--- config.mk ---
export PLATFORM = sky130hd
export DESIGN_NAME = choose_grid_select
export DESIGN_NICKNAME = d
export VERILOG_FILES = /design/src/rtl/choose_grid_select.sv
export SDC_FILE = /design/constraint.sdc
export NUM_CORES = 1
export LEC_CHECK = 0
export ABC_AREA = 1
export CORE_MARGIN = 3
export CORE_UTILIZATION = 35
export DETAILED_ROUTE_END_ITERATION = 16
export GPL_TIMING_DRIVEN = 0
export PLACE_DENSITY = 0.71
export SETUP_SLACK_MARGIN = 0.3
export SLEW_MARGIN = 20
export SYNTH_ARGS = -nofsm -noshare
export SYNTH_HDL_FRONTEND = slang
export SYNTH_SLANG_ARGS = --single-unit
--- constraint.sdc ---
create_clock -name clk -period 6.6 [get_ports clk]
set_clock_uncertainty 0.15 [all_clocks]
set_input_delay 1.32 -clock clk [delete_from_list [all_inputs] [get_ports clk]]
set_output_delay 1.32 -clock clk [all_outputs]
set_load 0.005 [all_outputs]
--- src/rtl/choose_grid_select.sv ---
// ---------------------------------------------------------------------------
// choose_grid_select : two-player character-select grid controller with
// per-player lock/cancel and a one-cycle choose_done pulse.
// Optional build macro: CHOOSE_GRID_WRAP_EN (edge moves wrap instead of saturate)
// Revision: 1.0 - initial release
// ---------------------------------------------------------------------------
`default_nettype none

module choose_grid_select #(
  parameter int COLS   = 4,
  parameter int ROWS   = 2,
  parameter int ID_W   = 8,
  parameter int STAT_W = 8
) (
  input  logic              clk,
  input  logic              reset,
  input  logic [3:0]        scene_state,
  input  logic [4:0]        p1_key,
  input  logic [4:0]        p2_key,
  output logic [ID_W-1:0]   p1_id,
  output logic [ID_W-1:0]   p2_id,
  output logic [STAT_W-1:0] p1_hp,
  output logic [STAT_W-1:0] p1_speed,
  output logic [STAT_W-1:0] p1_dmg1,
  output logic [STAT_W-1:0] p1_dmg2,
  output logic [STAT_W-1:0] p1_dmg3,
  output logic [STAT_W-1:0] p2_hp,
  output logic [STAT_W-1:0] p2_speed,
  output logic [STAT_W-1:0] p2_dmg1,
  output logic [STAT_W-1:0] p2_dmg2,
  output logic [STAT_W-1:0] p2_dmg3,
  output logic              p1_locked,
  output logic              p2_locked,
  output logic              choose_done
);

  localparam int RW = (ROWS > 1) ? $clog2(ROWS) : 1;
  localparam int CW = (COLS > 1) ? $clog2(COLS) : 1;

  localparam logic [RW-1:0] ROW_MAX = RW'(ROWS - 1);
  localparam logic [CW-1:0] COL_MAX = CW'(COLS - 1);

  localparam logic [3:0] SCENE_START  = 4'd1;
  localparam logic [3:0] SCENE_CHOOSE = 4'd2;

  // key vector layout {U,D,L,R,C}
  localparam logic [4:0] KEY_U = 5'b10000;
  localparam logic [4:0] KEY_D = 5'b01000;
  localparam logic [4:0] KEY_L = 5'b00100;
  localparam logic [4:0] KEY_R = 5'b00010;
  localparam logic [4:0] KEY_C = 5'b00001;

  localparam int HP_TAB    [8] = '{50, 60, 70, 90, 100, 120, 150, 160};
  localparam int SPEED_TAB [8] = '{250, 225, 200, 175, 150, 125, 100, 75};

  typedef enum logic [1:0] {
    ST_BROWSE = 2'd0,
    ST_LOCKED = 2'd1,
    ST_DONE   = 2'd2
  } state_t;

  state_t             st_q  [2];
  state_t             st_d  [2];
  logic [RW-1:0]      row_q [2];
  logic [RW-1:0]      row_d [2];
  logic [CW-1:0]      col_q [2];
  logic [CW-1:0]      col_d [2];
  logic [ID_W-1:0]    id_q  [2];
  logic [ID_W-1:0]    id_d  [2];
  logic [STAT_W-1:0]  hp_q  [2];
  logic [STAT_W-1:0]  hp_d  [2];
  logic [STAT_W-1:0]  spd_q [2];
  logic [STAT_W-1:0]  spd_d [2];
  logic [4:0]         key_in[2];
  logic               done_q;
  logic               done_d;

  assign key_in[0] = p1_key;
  assign key_in[1] = p2_key;

  function automatic logic [ID_W-1:0] id_of(input logic [RW-1:0] r, input logic [CW-1:0] c);
    return ID_W'(r) * ID_W'(COLS) + ID_W'(c) + ID_W'(1);
  endfunction

  // stat table repeats every 8 ids
  function automatic logic [2:0] tab_idx(input logic [ID_W-1:0] id);
    logic [ID_W-1:0] z;
    z = id - ID_W'(1);
    return 3'(z);
  endfunction

  function automatic logic [STAT_W-1:0] hp_of(input logic [ID_W-1:0] id);
    return STAT_W'(HP_TAB[tab_idx(id)]);
  endfunction

  function automatic logic [STAT_W-1:0] speed_of(input logic [ID_W-1:0] id);
    return STAT_W'(SPEED_TAB[tab_idx(id)]);
  endfunction

  function automatic logic one_hot(input logic [4:0] k);
    return (k != 5'd0) && ((k & (k - 5'd1)) == 5'd0);
  endfunction

  function automatic logic [RW-1:0] row_dec(input logic [RW-1:0] r);
    logic [RW-1:0] res;
    if (r == '0) begin
`ifdef CHOOSE_GRID_WRAP_EN
      res = ROW_MAX;
`else
      res = r;
`endif
    end else begin
      res = r - 1'b1;
    end
    return res;
  endfunction

  function automatic logic [RW-1:0] row_inc(input logic [RW-1:0] r);
    logic [RW-1:0] res;
    if (r == ROW_MAX) begin
`ifdef CHOOSE_GRID_WRAP_EN
      res = '0;
`else
      res = r;
`endif
    end else begin
      res = r + 1'b1;
    end
    return res;
  endfunction

  function automatic logic [CW-1:0] col_dec(input logic [CW-1:0] c);
    logic [CW-1:0] res;
    if (c == '0) begin
`ifdef CHOOSE_GRID_WRAP_EN
      res = COL_MAX;
`else
      res = c;
`endif
    end else begin
      res = c - 1'b1;
    end
    return res;
  endfunction

  function automatic logic [CW-1:0] col_inc(input logic [CW-1:0] c);
    logic [CW-1:0] res;
    if (c == COL_MAX) begin
`ifdef CHOOSE_GRID_WRAP_EN
      res = '0;
`else
      res = c;
`endif
    end else begin
      res = c + 1'b1;
    end
    return res;
  endfunction

  always_comb begin
    done_d = 1'b0;
    for (int p = 0; p < 2; p++) begin
      st_d[p]  = st_q[p];
      row_d[p] = row_q[p];
      col_d[p] = col_q[p];
      if (scene_state == SCENE_START) begin
        st_d[p]  = ST_BROWSE;
        row_d[p] = (p == 0) ? '0 : ROW_MAX;
        col_d[p] = (p == 0) ? '0 : COL_MAX;
      end else if (scene_state == SCENE_CHOOSE) begin
        case (st_q[p])
          ST_BROWSE: begin
            if (one_hot(key_in[p])) begin
              case (key_in[p])
                KEY_U:   row_d[p] = row_dec(row_q[p]);
                KEY_D:   row_d[p] = row_inc(row_q[p]);
                KEY_L:   col_d[p] = col_dec(col_q[p]);
                KEY_R:   col_d[p] = col_inc(col_q[p]);
                default: st_d[p]  = ST_LOCKED;
              endcase
            end
          end
          ST_LOCKED: begin
            if (key_in[p] == KEY_C) st_d[p] = ST_BROWSE;
          end
          default: ;
        endcase
      end
    end

    // second lock taking effect moves both players into DONE together
    if ((scene_state == SCENE_CHOOSE) && (st_d[0] == ST_LOCKED) && (st_d[1] == ST_LOCKED)) begin
      st_d[0] = ST_DONE;
      st_d[1] = ST_DONE;
      done_d  = 1'b1;
    end

    for (int p = 0; p < 2; p++) begin
      id_d[p]  = id_of(row_d[p], col_d[p]);
      hp_d[p]  = hp_of(id_d[p]);
      spd_d[p] = speed_of(id_d[p]);
    end
  end

  always_ff @(posedge clk) begin
    if (reset) begin
      for (int p = 0; p < 2; p++) begin
        st_q[p]  <= ST_BROWSE;
        row_q[p] <= (p == 0) ? '0 : ROW_MAX;
        col_q[p] <= (p == 0) ? '0 : COL_MAX;
        id_q[p]  <= (p == 0) ? id_of('0, '0) : id_of(ROW_MAX, COL_MAX);
        hp_q[p]  <= (p == 0) ? hp_of(id_of('0, '0)) : hp_of(id_of(ROW_MAX, COL_MAX));
        spd_q[p] <= (p == 0) ? speed_of(id_of('0, '0)) : speed_of(id_of(ROW_MAX, COL_MAX));
      end
      done_q <= 1'b0;
    end else begin
      for (int p = 0; p < 2; p++) begin
        st_q[p]  <= st_d[p];
        row_q[p] <= row_d[p];
        col_q[p] <= col_d[p];
        id_q[p]  <= id_d[p];
        hp_q[p]  <= hp_d[p];
        spd_q[p] <= spd_d[p];
      end
      done_q <= done_d;
    end
  end

  assign p1_id       = id_q[0];
  assign p2_id       = id_q[1];
  assign p1_hp       = hp_q[0];
  assign p2_hp       = hp_q[1];
  assign p1_speed    = spd_q[0];
  assign p2_speed    = spd_q[1];
  assign p1_dmg1     = STAT_W'(30);
  assign p1_dmg2     = STAT_W'(40);
  assign p1_dmg3     = STAT_W'(50);
  assign p2_dmg1     = STAT_W'(30);
  assign p2_dmg2     = STAT_W'(40);
  assign p2_dmg3     = STAT_W'(50);
  assign p1_locked   = (st_q[0] != ST_BROWSE);
  assign p2_locked   = (st_q[1] != ST_BROWSE);
  assign choose_done = done_q;

endmodule

`default_nettype wire

# After elaboration in Yosys (flattened, before gate mapping)
# Memory sizes are Yosys's and may differ from the RTL's.
# Cells that the tools add are included.
# totals
mem_bits_rw,52
memories,10
inputBits,16
out_inout_bits,99
regBits,1
wordCells,144
rom_bits,1024
# classes
n_mux,65
addsub,16
magnitude_cmp,2
n_bitwise,16
n_reduce_logical,16
n_eq_ne,18
# memory_table
name,words,word_bits,read_ports,rd_clocked_by_memory_dff,wr,line_no,rtl
(name not given),8,32,1,0,0,97,return STAT_W'(SPEED_TAB[tab_idx(id)]);
(name not given),8,32,1,0,0,93,return STAT_W'(HP_TAB[tab_idx(id)]);
(name not given),8,32,1,0,0,97,
(name not given),8,32,1,0,0,93,
hp_q,2,8,2,0,2,70,logic [STAT_W-1:0] hp_q [2];
spd_q,2,8,2,0,2,72,logic [STAT_W-1:0] spd_q [2];
+4 memories,--,--,--,--,--,--,
# ops
operator,n
8-bit 2-to-1 mux,12
2-bit 2-to-1 mux,26
1-bit 2-to-1 mux,18
2-bit case mux with 2 select lines,4
1-bit bitwise OR,12
4-bit by 1-bit adder with 5-bit output (second input constant),2
5-bit AND,2
5-bit by 1-bit == test with 1-bit output (second input constant),2
5-bit by 2-bit == test with 1-bit output (second input constant),2
5-bit by 3-bit == test with 1-bit output (second input constant),2
5-bit by 4-bit == test with 1-bit output (second input constant),2
5-bit == test (second input constant),2
5-bit zero test,2
5-bit 2-to-1 mux,2
5-bit nonzero test,2
5-bit by 1-bit subtractor with 5-bit output (second input constant),2
3-bit by 2-bit adder with 4-bit output,2
2-bit by 1-bit == test with 1-bit output (second input constant),4
4-bit >= comparator (second input constant),2
2-bit zero test,4
3-bit NOT with 4-bit output,2
4-bit OR reduction,2
3-bit by 1-bit subtractor with 3-bit output (second input constant),2
2-bit by 1-bit adder with 2-bit output (second input constant),2
10 further kinds,19

# Logic depth before layout (Yosys ltp)
# logic_depth
word_depth,16
mapped_depth,16
depth_no_buf,16

# Worst setup path after synthesis
# Ideal clock, no wire load.
# synth_timing
path_kind,input-to-reg
from,input p2_key[1]
to,memory hp_q[1][7] (netlist: hp_q[0][15])
setup_slack_ps,3213
arrival_ps,3114
required_ps,6327
stages,13
n_path_buf,0
setup_time_ps,123
cell_sequence,nor2_4 -> o21ai_1 -> nand2_1 -> nand2_1 -> o21ai_1 -> and3_4 -> inv_2 -> ha_1 -> inv_1 -> nand3_1 -> nand2_1 -> ha_1 -> or2_2
# synth_lines
item,line_no,rtl
"start, declared",19,"input logic [4:0] p2_key,"
"end, declared",70,

==> results.json <==
{
  "outcome": "complete, no violations",
  "post_synth_instance_area_um2": 2883,
  "rrSetupSlack_ns": 4.06,
  "cp_data_arrival_time_ns": 3.85,
  "setup_total_negative_slack_ns": 0,
  "kind_of_launch_point_of_the_worst_setup_path": "input pin",
  "detailroute.via_count": 2399,
  "count_of_input_and_output_buffers": 56,
  "yosys.area.top_type": "sky130_fd_sc_hd__dfxtp_1",
  "post_synth_num_cell_types": 37,
  "routedWlPerCell_um": 9.586,
  "die_width_um": 96.76,
  "grt_pass1_wl_mm": 9.708,
  "hold_viol_final": 0,
  "grt_antenna_before_repair": 0,
  "worst_ir_drop_vdd_mv": 0.07437,
  "cpMostUsedCell": "sky130_fd_sc_hd__nand2_1",
  "p_total_mw": 0.5225,
  "timing.critical_path.fanout_max": 6,
  "timing_max_transition_violations_final": 0,
  "synth_seq_area_share_pct": 31.25,
  "hpwlAfterDp_mm": 4.725,
  "synthCells": 372,
  "crit_chain": "clkdlybuf4s50_1 > nor2_4 > o21ai_1 > nand2_1 > nand2_1 > o21ai_1 > and3_4 > inv_2 > ha_1 > inv_1 > nand3_1 > nand2_1 > ha_1 > or2_2",
  "final_critical_path_setup_slack_ns": 2.787,
  "layout-drive-gt1-share_pct": 26.83,
  "place.gp.congestion": 0.8489,
  "cts_max_level": 2,
  "finalSetupViolations": 0,
  "synth_top_area_share_pct": 31.25,
  "power_density_nw_per_um2": 135.1,
  "synth_seq_cells": 45,
  "fin_crit_sh_pct": 57.77,
  "clock_insertion_delay_at_the_later_pin_of_the_skew_report_ns": 0.30,
  "routed_wirelength_mm": 5.694,
  "cp_capture_type": "flop",
  "cts_buffers": 5,
  "cts-resized-gates": 0,
  "placeableCoreArea_um2": 7848,
  "clock_sinks": 45,
  "cts.reportedPaths.clkPinSlew_ns": 0.08,
  "fp.dieArea_um2": 9362,
  "timing.fmax_ghz": 0.2623,
  "rows": 32,
  "power.static_leakage_nw": 1.905,
  "worst_hold_slack_ns": 0.3449,
  "vertical_die_dimension_um": 96.76,
  "mostFrequentLayoutCells": "63 x sky130_fd_sc_hd__buf_4, 62 x sky130_fd_sc_hd__nand2_1, 58 x sky130_fd_sc_hd__conb_1, 56 x sky130_fd_sc_hd__clkdlybuf4s50_1, 45 x sky130_fd_sc_hd__dfxtp_1",
  "unrepaired_setup_endpoints_after_global_routing": "no",
  "grt.total_usage_pct": 12.14,
  "boundary_pin_count": 115,
  "drtPass1Iterations": 4,
  "cp_data_required_time_ns": 6.64,
  "antenna_cell_count": 0,
  "layout.cells.most_common": "sky130_fd_sc_hd__buf_4",
  "synth.avg_cell_area_um2": 7.749,
  "post-cts-setup-buffer-count": 0,
  "drv.max_cap_violation_count": 0,
  "initial_utilization_pct": 36.73,
  "areaGrowthSynthToFinish_pct": 34.16,
  "nets": 522,
  "preCtsSetupSlack_ns": 2.466,
  "viasPerCell": 4.039,
  "critical_path.max_stage_delay_ns": 0.49,
  "timing_worst_setup_path_type": "in -> reg",
  "first_global_vias": 2315,
  "worst_hold_path_type": "reg -> reg",
  "crit_path_top_delay_cell": "sky130_fd_sc_hd__clkdlybuf4s50_1",
  "min_period_ns": 3.813,
  "synth_area_leaders": "sky130_fd_sc_hd__dfxtp_1 31%, sky130_fd_sc_hd__buf_4 16%, sky130_fd_sc_hd__nand2_1 8.1%, sky130_fd_sc_hd__ha_1 6.5%, sky130_fd_sc_hd__inv_1 4.4%",
  "globalRouteOverflowTotal": 0,
  "detail-route-antenna-nets": 0,
  "clock_path_buffers": 2,
  "drt_iter0_markers": 65,
  "postCtsHoldBufs": 0,
  "drc_errors": 0,
  "clockRootBuffer": "sky130_fd_sc_hd__clkbuf_8",
  "yosysWarningCount": 0,
  "grt_max_degree": 15,
  "tritoncts": "yes"
}
-- kinds of logic (layout without fill, tap and decap cells) --
| group | count (synthesis) | after routing | share of synthesized area [%] |
|---|---|---|---|
| adders and majority gates | 15 | 15 | 6.510 |
| DFF | 45 | 45 | 31.25 |
| AOI/OAI and AO/OA | 28 | 28 | 6.467 |
| other | 2 | 58 | 0.2605 |
| and+or+nand+nor | 167 | 167 | 32.21 |
| buffers and inverters | 115 | 179 | 23.31 |
-- power by group --
part           switching (mW)  internal, mW
clock                  0.0920        0.0730
sequential           0.000497         0.273
combinational          0.0421        0.0419
total                   0.135         0.388
-- cell type report --
type / instances / area, um2
Sequential cell: 45 / 900.9
Clock inverter: 3 / 17.52
Timing Repair Buffer: 56 / 560.5
Multi-Input combinational cell: 268 / 1520
Fill cell: 791 / 3980
Buffer: 65 / 481.7
Tap cell: 102 / 127.6
Clock buffer: 5 / 68.82
Inverter: 50 / 190.2
-- worst max-delay path: cells and delay by family --
| family | cells | cell delay (ns) |
|---|---|---|
| AND/OR/NAND/NOR | 7 | 1.16 |
| adder cells (fa/ha/maj) | 2 | 0.52 |
| AO/OA/AOI/OAI | 2 | 0.21 |
| buffers and inverters | 3 | 0.64 |
-- flip-flops by register name, indices dropped and copies added, names as in the netlist --
register	flops
spd_q	14
st_q	4
hp_q	14
id_q	8
col_q	2
row_q	2
choose_done	1
-- metrics by stage --
stage                     area [um2]  instances  util, %
after floorplan                 3093        428        -
after global placement          3781        586    48.18
after detailed placement        3781        586    48.18
after CTS                       3867        594    49.28
after global routing            3867        594    49.28
final                           3867        594    49.28
-- routing by layer --
layer / vias to the layer above / wire length (um) / global-route usage [%]
met5: - / 0 / 0
met4: 0 / 22 / 3.348
met3: 6 / 397 / 3.100
met2: 80 / 2950 / 23.14
met1: 1039 / 2324 / 13.11
li1: 1274 / - / -
-- Yosys cell counts --
| cell | instances |
|---|---|
| sky130_fd_sc_hd__and3_4 | 1 |
| sky130_fd_sc_hd__o21bai_4 | 1 |
| sky130_fd_sc_hd__o22ai_1 | 3 |
| sky130_fd_sc_hd__o21ai_2 | 1 |
| sky130_fd_sc_hd__a22oi_2 | 1 |
| sky130_fd_sc_hd__nor2_2 | 2 |
| sky130_fd_sc_hd__ha_1 | 15 |
| sky130_fd_sc_hd__nand2_2 | 15 |
| sky130_fd_sc_hd__o21ai_0 | 3 |
| sky130_fd_sc_hd__or2_2 | 1 |
| sky130_fd_sc_hd__nand4_2 | 1 |
| sky130_fd_sc_hd__a21oi_2 | 1 |
| sky130_fd_sc_hd__a21oi_4 | 1 |
| sky130_fd_sc_hd__a21oi_1 | 12 |
| sky130_fd_sc_hd__inv_4 | 1 |
| sky130_fd_sc_hd__nand2_4 | 3 |
| sky130_fd_sc_hd__nor3_4 | 1 |
| sky130_fd_sc_hd__nand3_4 | 3 |
| sky130_fd_sc_hd__nor2_8 | 1 |
| sky130_fd_sc_hd__conb_1 | 2 |
| sky130_fd_sc_hd__nand3_1 | 22 |
| sky130_fd_sc_hd__nand3_2 | 2 |
| sky130_fd_sc_hd__inv_1 | 34 |
| sky130_fd_sc_hd__buf_2 | 1 |
| sky130_fd_sc_hd__o211ai_1 | 1 |
| sky130_fd_sc_hd__clkbuf_1 | 1 |
| sky130_fd_sc_hd__clkinv_1 | 1 |
| sky130_fd_sc_hd__nand4_4 | 1 |
| sky130_fd_sc_hd__o21ai_1 | 4 |
| sky130_fd_sc_hd__nand2_1 | 62 |
| sky130_fd_sc_hd__nand4_1 | 8 |
| sky130_fd_sc_hd__buf_4 | 63 |
| sky130_fd_sc_hd__nor2_4 | 9 |
| sky130_fd_sc_hd__dfxtp_1 | 45 |
| sky130_fd_sc_hd__inv_2 | 14 |
| sky130_fd_sc_hd__nor2_1 | 34 |
| sky130_fd_sc_hd__or2_1 | 1 |
-- worst paths after layout --
| kind | end | cells past startpoint | startpoint |
|---|---|---|---|
| worst min-delay path | st_q[0][1] | 2 | st_q[0][1] |
| worst max-delay path | hp_q[0][15] | 14 | p2_key[1] |
| worst min register to register | st_q[0][1] | 2 | st_q[0][1] |
| worst max register to register | hp_q[0][15] | 13 | st_q[0][3] |
No activity file was read; power rests on OpenSTA's default activity.
